### config.mk
export PLATFORM = sky130hd
export DESIGN_NAME = hex_marquee_scroller
export DESIGN_NICKNAME = d
export VERILOG_FILES = /design/src/rtl/marquee_pkg.sv /design/src/rtl/marquee_tick_gen.sv /design/src/rtl/hex_marquee_scroller.sv
export SDC_FILE = /design/constraint.sdc
export NUM_CORES = 1
export LEC_CHECK = 0
export BUFFER_PORTS_ARGS = -buffer_cell sky130_fd_sc_hd__buf_2
export CAP_MARGIN = 20
export CORE_UTILIZATION = 42
export CTS_CLUSTER_SIZE = 30
export DETAILED_ROUTE_END_ITERATION = 8
export GPL_TIMING_DRIVEN = 0
export SYNTH_ARGS = -nofsm -noshare
export SYNTH_HDL_FRONTEND = slang
export SYNTH_SLANG_ARGS = --single-unit
### constraint.sdc
create_clock -name CLOCK_50 -period 4.57 [get_ports CLOCK_50]
set_input_delay 0.2285 -clock CLOCK_50 [delete_from_list [all_inputs] [get_ports CLOCK_50]]
set_output_delay 0.2285 -clock CLOCK_50 [all_outputs]
set_load 0.02 [all_outputs]
### src/rtl/marquee_pkg.sv
// Shared constants for the seven-segment marquee engine.
// Character code width, blank code and scroll direction encoding.
package marquee_pkg;

   localparam int   DEF_CODE_W = 5;
   localparam int   BLANK_CODE = 31;
   localparam logic DIR_LEFT   = 1'b0;
   localparam logic DIR_RIGHT  = 1'b1;

endpackage

### src/rtl/marquee_tick_gen.sv
// Scroll-rate divider: one tick every TICK_DIV cycles while enabled.
// The count is parked at zero whenever enable is low.
module marquee_tick_gen #(
   parameter int TICK_DIV = 12500000
) (
   input  logic CLOCK_50,
   input  logic resetn,
   input  logic enable,
   output logic tick
);

   localparam int CW = $clog2(TICK_DIV);

   logic [CW-1:0] count;

   assign tick = enable && (count == CW'(TICK_DIV - 1));

   always_ff @(posedge CLOCK_50 or negedge resetn) begin
      if (!resetn) begin
         count <= '0;
      end else if (!enable || tick) begin
         count <= '0;
      end else begin
         count <= count + 1'b1;
      end
   end

endmodule

### src/rtl/hex_marquee_scroller.sv
// Scrolling window of NUM_DIGITS characters over a writable message buffer.
// Window, pointer and wrap flag are all registered outputs.
module hex_marquee_scroller
   import marquee_pkg::*;
#(
   parameter int  NUM_DIGITS = 6,
   parameter int  MSG_LEN    = 18,
   parameter int  CODE_W     = DEF_CODE_W,
   parameter int  TICK_DIV   = 12500000,
   localparam int LW = $clog2(MSG_LEN + 1),
   localparam int PW = (MSG_LEN > 1) ? $clog2(MSG_LEN) : 1
) (
   input  logic                         CLOCK_50,
   input  logic                         resetn,
   input  logic                         enable,
   input  logic                         dir,
   input  logic                         step,
   input  logic [LW-1:0]                msg_len,
   input  logic                         wr_en,
   input  logic [PW-1:0]                wr_addr,
   input  logic [CODE_W-1:0]            wr_data,
   output logic [NUM_DIGITS*CODE_W-1:0] digit_codes,
   output logic [PW-1:0]                scroll_pos,
   output logic                         wrap_pulse
);

   localparam int IW = LW + 1;
   localparam int DW = NUM_DIGITS * CODE_W;

   function automatic logic [DW-1:0] reset_window();
      logic [DW-1:0] w;
      w = '0;
      for (int j = 0; j < NUM_DIGITS; j++) begin
         w[(NUM_DIGITS-1-j)*CODE_W +: CODE_W] = CODE_W'(MSG_LEN - 1 - j);
      end
      return w;
   endfunction

   localparam logic [DW-1:0] RST_WIN = reset_window();

   logic [CODE_W-1:0] msg_buf [MSG_LEN];
   logic [PW-1:0]     ptr;
   logic [PW-1:0]     last;
   logic [LW-1:0]     len_eff;
   logic [IW-1:0]     idx;
   logic [DW-1:0]     window;
   logic              tick;
   logic              advance;
   logic              ptr_oor;

   marquee_tick_gen #(
      .TICK_DIV (TICK_DIV)
   ) u_tick (
      .CLOCK_50 (CLOCK_50),
      .resetn   (resetn),
      .enable   (enable),
      .tick     (tick)
   );

   always_comb begin
      len_eff = msg_len;
      if (msg_len < LW'(NUM_DIGITS)) begin
         len_eff = LW'(NUM_DIGITS);
      end else if (msg_len > LW'(MSG_LEN)) begin
         len_eff = LW'(MSG_LEN);
      end
   end

   assign last    = PW'(len_eff - 1'b1);
   assign advance = tick || step;
   assign ptr_oor = IW'(ptr) >= IW'(len_eff);

   // ptr+j < 2L, so one conditional subtract implements the modulo
   always_comb begin
      window = '0;
      idx    = '0;
      for (int j = 0; j < NUM_DIGITS; j++) begin
         idx = IW'(ptr) + IW'(j);
         if (idx >= IW'(len_eff)) begin
            idx = idx - IW'(len_eff);
         end
         if (idx < IW'(MSG_LEN)) begin
            window[(NUM_DIGITS-1-j)*CODE_W +: CODE_W] = msg_buf[idx[PW-1:0]];
         end else begin
            window[(NUM_DIGITS-1-j)*CODE_W +: CODE_W] = CODE_W'(BLANK_CODE);
         end
      end
   end

   always_ff @(posedge CLOCK_50 or negedge resetn) begin
      if (!resetn) begin
         for (int i = 0; i < MSG_LEN; i++) begin
            msg_buf[i] <= CODE_W'(MSG_LEN - 1 - i);
         end
      end else if (wr_en && (IW'(wr_addr) < IW'(MSG_LEN))) begin
         msg_buf[wr_addr] <= wr_data;
      end
   end

   // a shrunken length pulls ptr home before any scroll step
   always_ff @(posedge CLOCK_50 or negedge resetn) begin
      if (!resetn) begin
         ptr        <= '0;
         wrap_pulse <= 1'b0;
      end else begin
         wrap_pulse <= 1'b0;
         if (ptr_oor) begin
            ptr <= '0;
         end else if (advance) begin
            if (dir == DIR_LEFT) begin
               if (ptr == last) begin
                  ptr        <= '0;
                  wrap_pulse <= 1'b1;
               end else begin
                  ptr <= ptr + 1'b1;
               end
            end else begin
               if (ptr == '0) begin
                  ptr        <= last;
                  wrap_pulse <= 1'b1;
               end else begin
                  ptr <= ptr - 1'b1;
               end
            end
         end
      end
   end

   always_ff @(posedge CLOCK_50 or negedge resetn) begin
      if (!resetn) begin
         digit_codes <= RST_WIN;
         scroll_pos  <= '0;
      end else begin
         digit_codes <= window;
         scroll_pos  <= ptr;
      end
   end

endmodule

==> flow_summary.json <==
{
  "final_util": 0.486,
  "fin_skew_ns": 0.0179,
  "clock-sinks": 155,
  "netlist_instances": 1499,
  "status": "complete, no violations",
  "period_minus_slack_ns": 4.50,
  "cts_tree": "built",
  "via_count": 13632,
  "drv_cap": 0,
  "arrival_ns": 4.83,
  "viasPerCell": 6.80,
  "portBuffers": 55,
  "ant_nets": 0,
  "timing.slew.headroom": 0.222,
  "setup_violations": 0,
  "setup.worst_path.start_class": "flop",
  "max_freq_mhz": 222,
  "routabilityCongestion": 1.03,
  "synthDistinctLibCells": 89,
  "min_period_over_period": 0.985,
  "final_layout_size_suffix_gt1_frac": 0.240,
  "antenna_found_initial": 1,
  "worst_ep_required_time_ns": 4.90,
  "gr-usage-met2": 0.514,
  "async_flop_share": 1.00,
  "grt_overflow": 0,
  "htreeDepth": 4,
  "nets": 1653,
  "dieWidth_microns": 182,
  "syn_area_per_cell_sq_um": 9.09,
  "initial_core_util": 0.430,
  "drc": 0,
  "wl_per_cell_microns": 29.8,
  "first_global_vias": 12816,
  "hold_viol": 0,
  "ys_seq_area_frac": 0.289,
  "clock_latency_ns": 0.47,
  "globalRoute.busiestLayer": "met2",
  "hpwl_microns": 40100,
  "use_met1": 0.469,
  "antenna_cells": 0,
  "clkTransAtPathRegs_ns": 0.07,
  "io_pins": 57,
  "area_growth_pct": 13.1,
  "clk_path_buf_depth": 2,
  "synth_flop_cell": "dfrtp_1",
  "final_cell_mix": "nand2_1 (247), mux2i_1 (120), dfrtp_1 (103)",
  "critical_path_class": "flop to flop",
  "tightest_slew_ns": 1.16,
  "drv_slew": 0,
  "grt_usage": 0.362,
  "final_common_cell": "nand2_1",
  "yosys_warnings": 0,
  "cp_max_fo": 16,
  "syn_nets": 1562,
  "firstDrtPassIters": 9,
  "worstSetupEndpointType": "flop",
  "ys_ff_latch": 155,
  "fp-row-count": 65,
  "synth_edf_count": 0,
  "min_path_type": "primary input to flop",
  "drt_iter0_drc": 1855,
  "fp.dieArea_sq_um": 33200,
  "wirelength_microns": 59800,
  "grt_max_degree": 82,
  "grt_pass1_wl_microns": 86200,
  "synth_area_sq_um": 13600,
  "die_height_microns": 182,
  "numCtsBuffers": 17,
  "fp.coreArea_sq_um": 31700,
  "met3_usage": 0.137,
  "cts_root_buffer": "clkbuf_16"
}
## worst max-delay path: stages, from the launching register on
cell,delay [ns]
dfrtp_2,0.51
inv_2,0.37
ha_1,0.41
ha_1,0.39
a41oi_1,0.26
a31oi_4,0.47
mux2i_1,0.69
a21o_1,0.18
o21ai_0,0.40
or4_1,0.67
## final cells by class
type                            count  area (sq um)
Fill cell                        3042         16300
Multi-Input combinational cell   1227          9350
Sequential cell                   155          3940
Tap cell                          402           503
Timing Repair Buffer               75           462
Buffer                             80           432
Clock buffer                       18           429
Clock inverter                     14           153
Inverter                           34           145
## synthesized netlist by cell type, drive strengths merged, types with 11 or more instances
cell type  number  area share
o211ai         19       0.010
a32oi          16       0.011
a221oi         11      0.0080
xnor2          28       0.018
a2111oi        17       0.011
nor3           31       0.012
a21oi          50       0.019
and3           17      0.0078
inv            30      0.0083
o21ai          54       0.020
or4            11      0.0061
nand2b         12      0.0055
mux2          103       0.085
mux4           25       0.041
a32o           22       0.016
mux2i         127       0.096
xor2           24       0.016
nor2           64       0.018
o21a           16      0.0088
nand2         247       0.068
clkbuf         45       0.012
nor2b          15      0.0069
dfrtp         105        0.19
dfstp          50       0.096
ha             38       0.035
a211oi         14      0.0077
a22oi          11      0.0061
nand4          19      0.0087
buf            38       0.018
nand3          82       0.030
## worst paths after layout
check,start,to,slack [ns],cells past startpoint
min in group asynchronous,resetn,digit_codes[28],0.33,2
worst max-delay path,ptr[1],digit_codes[19],0.07,9
max in group asynchronous,resetn,msg_buf[73],3.38,3
worst min register to register,ptr[4],scroll_pos[4],0.45,0
worst min-delay path,wr_data[2],msg_buf[32],0.14,2
worst max register to register,ptr[1],digit_codes[19],0.07,9
## registers in the layout, summed over array words and instances (netlist names)
name and count:
msg_buf 90, digit_codes 30, u_tick.count 24, ptr 5, scroll_pos 5, wrap_pulse 1
## logic make-up (layout without fill, tap and decap cells)
group	after synthesis	in the layout	share of synthesized area
and+or+nand+nor	556	556	0.195
AOI/OAI and AO/OA	321	321	0.178
muxes	255	255	0.222
DFF	155	155	0.289
buffers and inverters	117	221	0.0400
xor gates and xnor gates	52	52	0.0340
adders and majority gates	43	43	0.0415
## through the flow
step / hold slack (ns) / setup TNS (ns) / worst slack (ns) / cell area [sq um] / cells
2_1_floorplan: -0.0671 / 0 / 0.130 / 13600 / 1499
3_3_place_gp: 0.428 / -31.55 / -1.33 / 14400 / 1956
3_5_place_dp: 0.285 / -32.48 / -1.32 / 14500 / 1959
4_1_cts: 0.129 / -0.0222 / -0.0222 / 15200 / 1996
5_1_grt: 0.150 / -0.00309 / -0.00309 / 15400 / 2005
6_report: 0.138 / 0 / 0.0691 / 15400 / 2005
## layer usage
metal,part of all wire,up-vias
li1,-,5851
met1,0.40,6645
met2,0.41,902
met3,0.12,232
met4,0.068,2
met5,0.00082,-
## timing repair
item	in CTS	in global routing
gates resized for setup	33	36
setup buffers	4	12
pin swaps	1	3
hold endpoints to repair	46	0
endpoints found under the setup margin	30	28
hold buffers	1	0
Power is left out: the tool's default activity adds up to more than one toggle a clock period on the data nets, which glitch-free logic cannot reach.
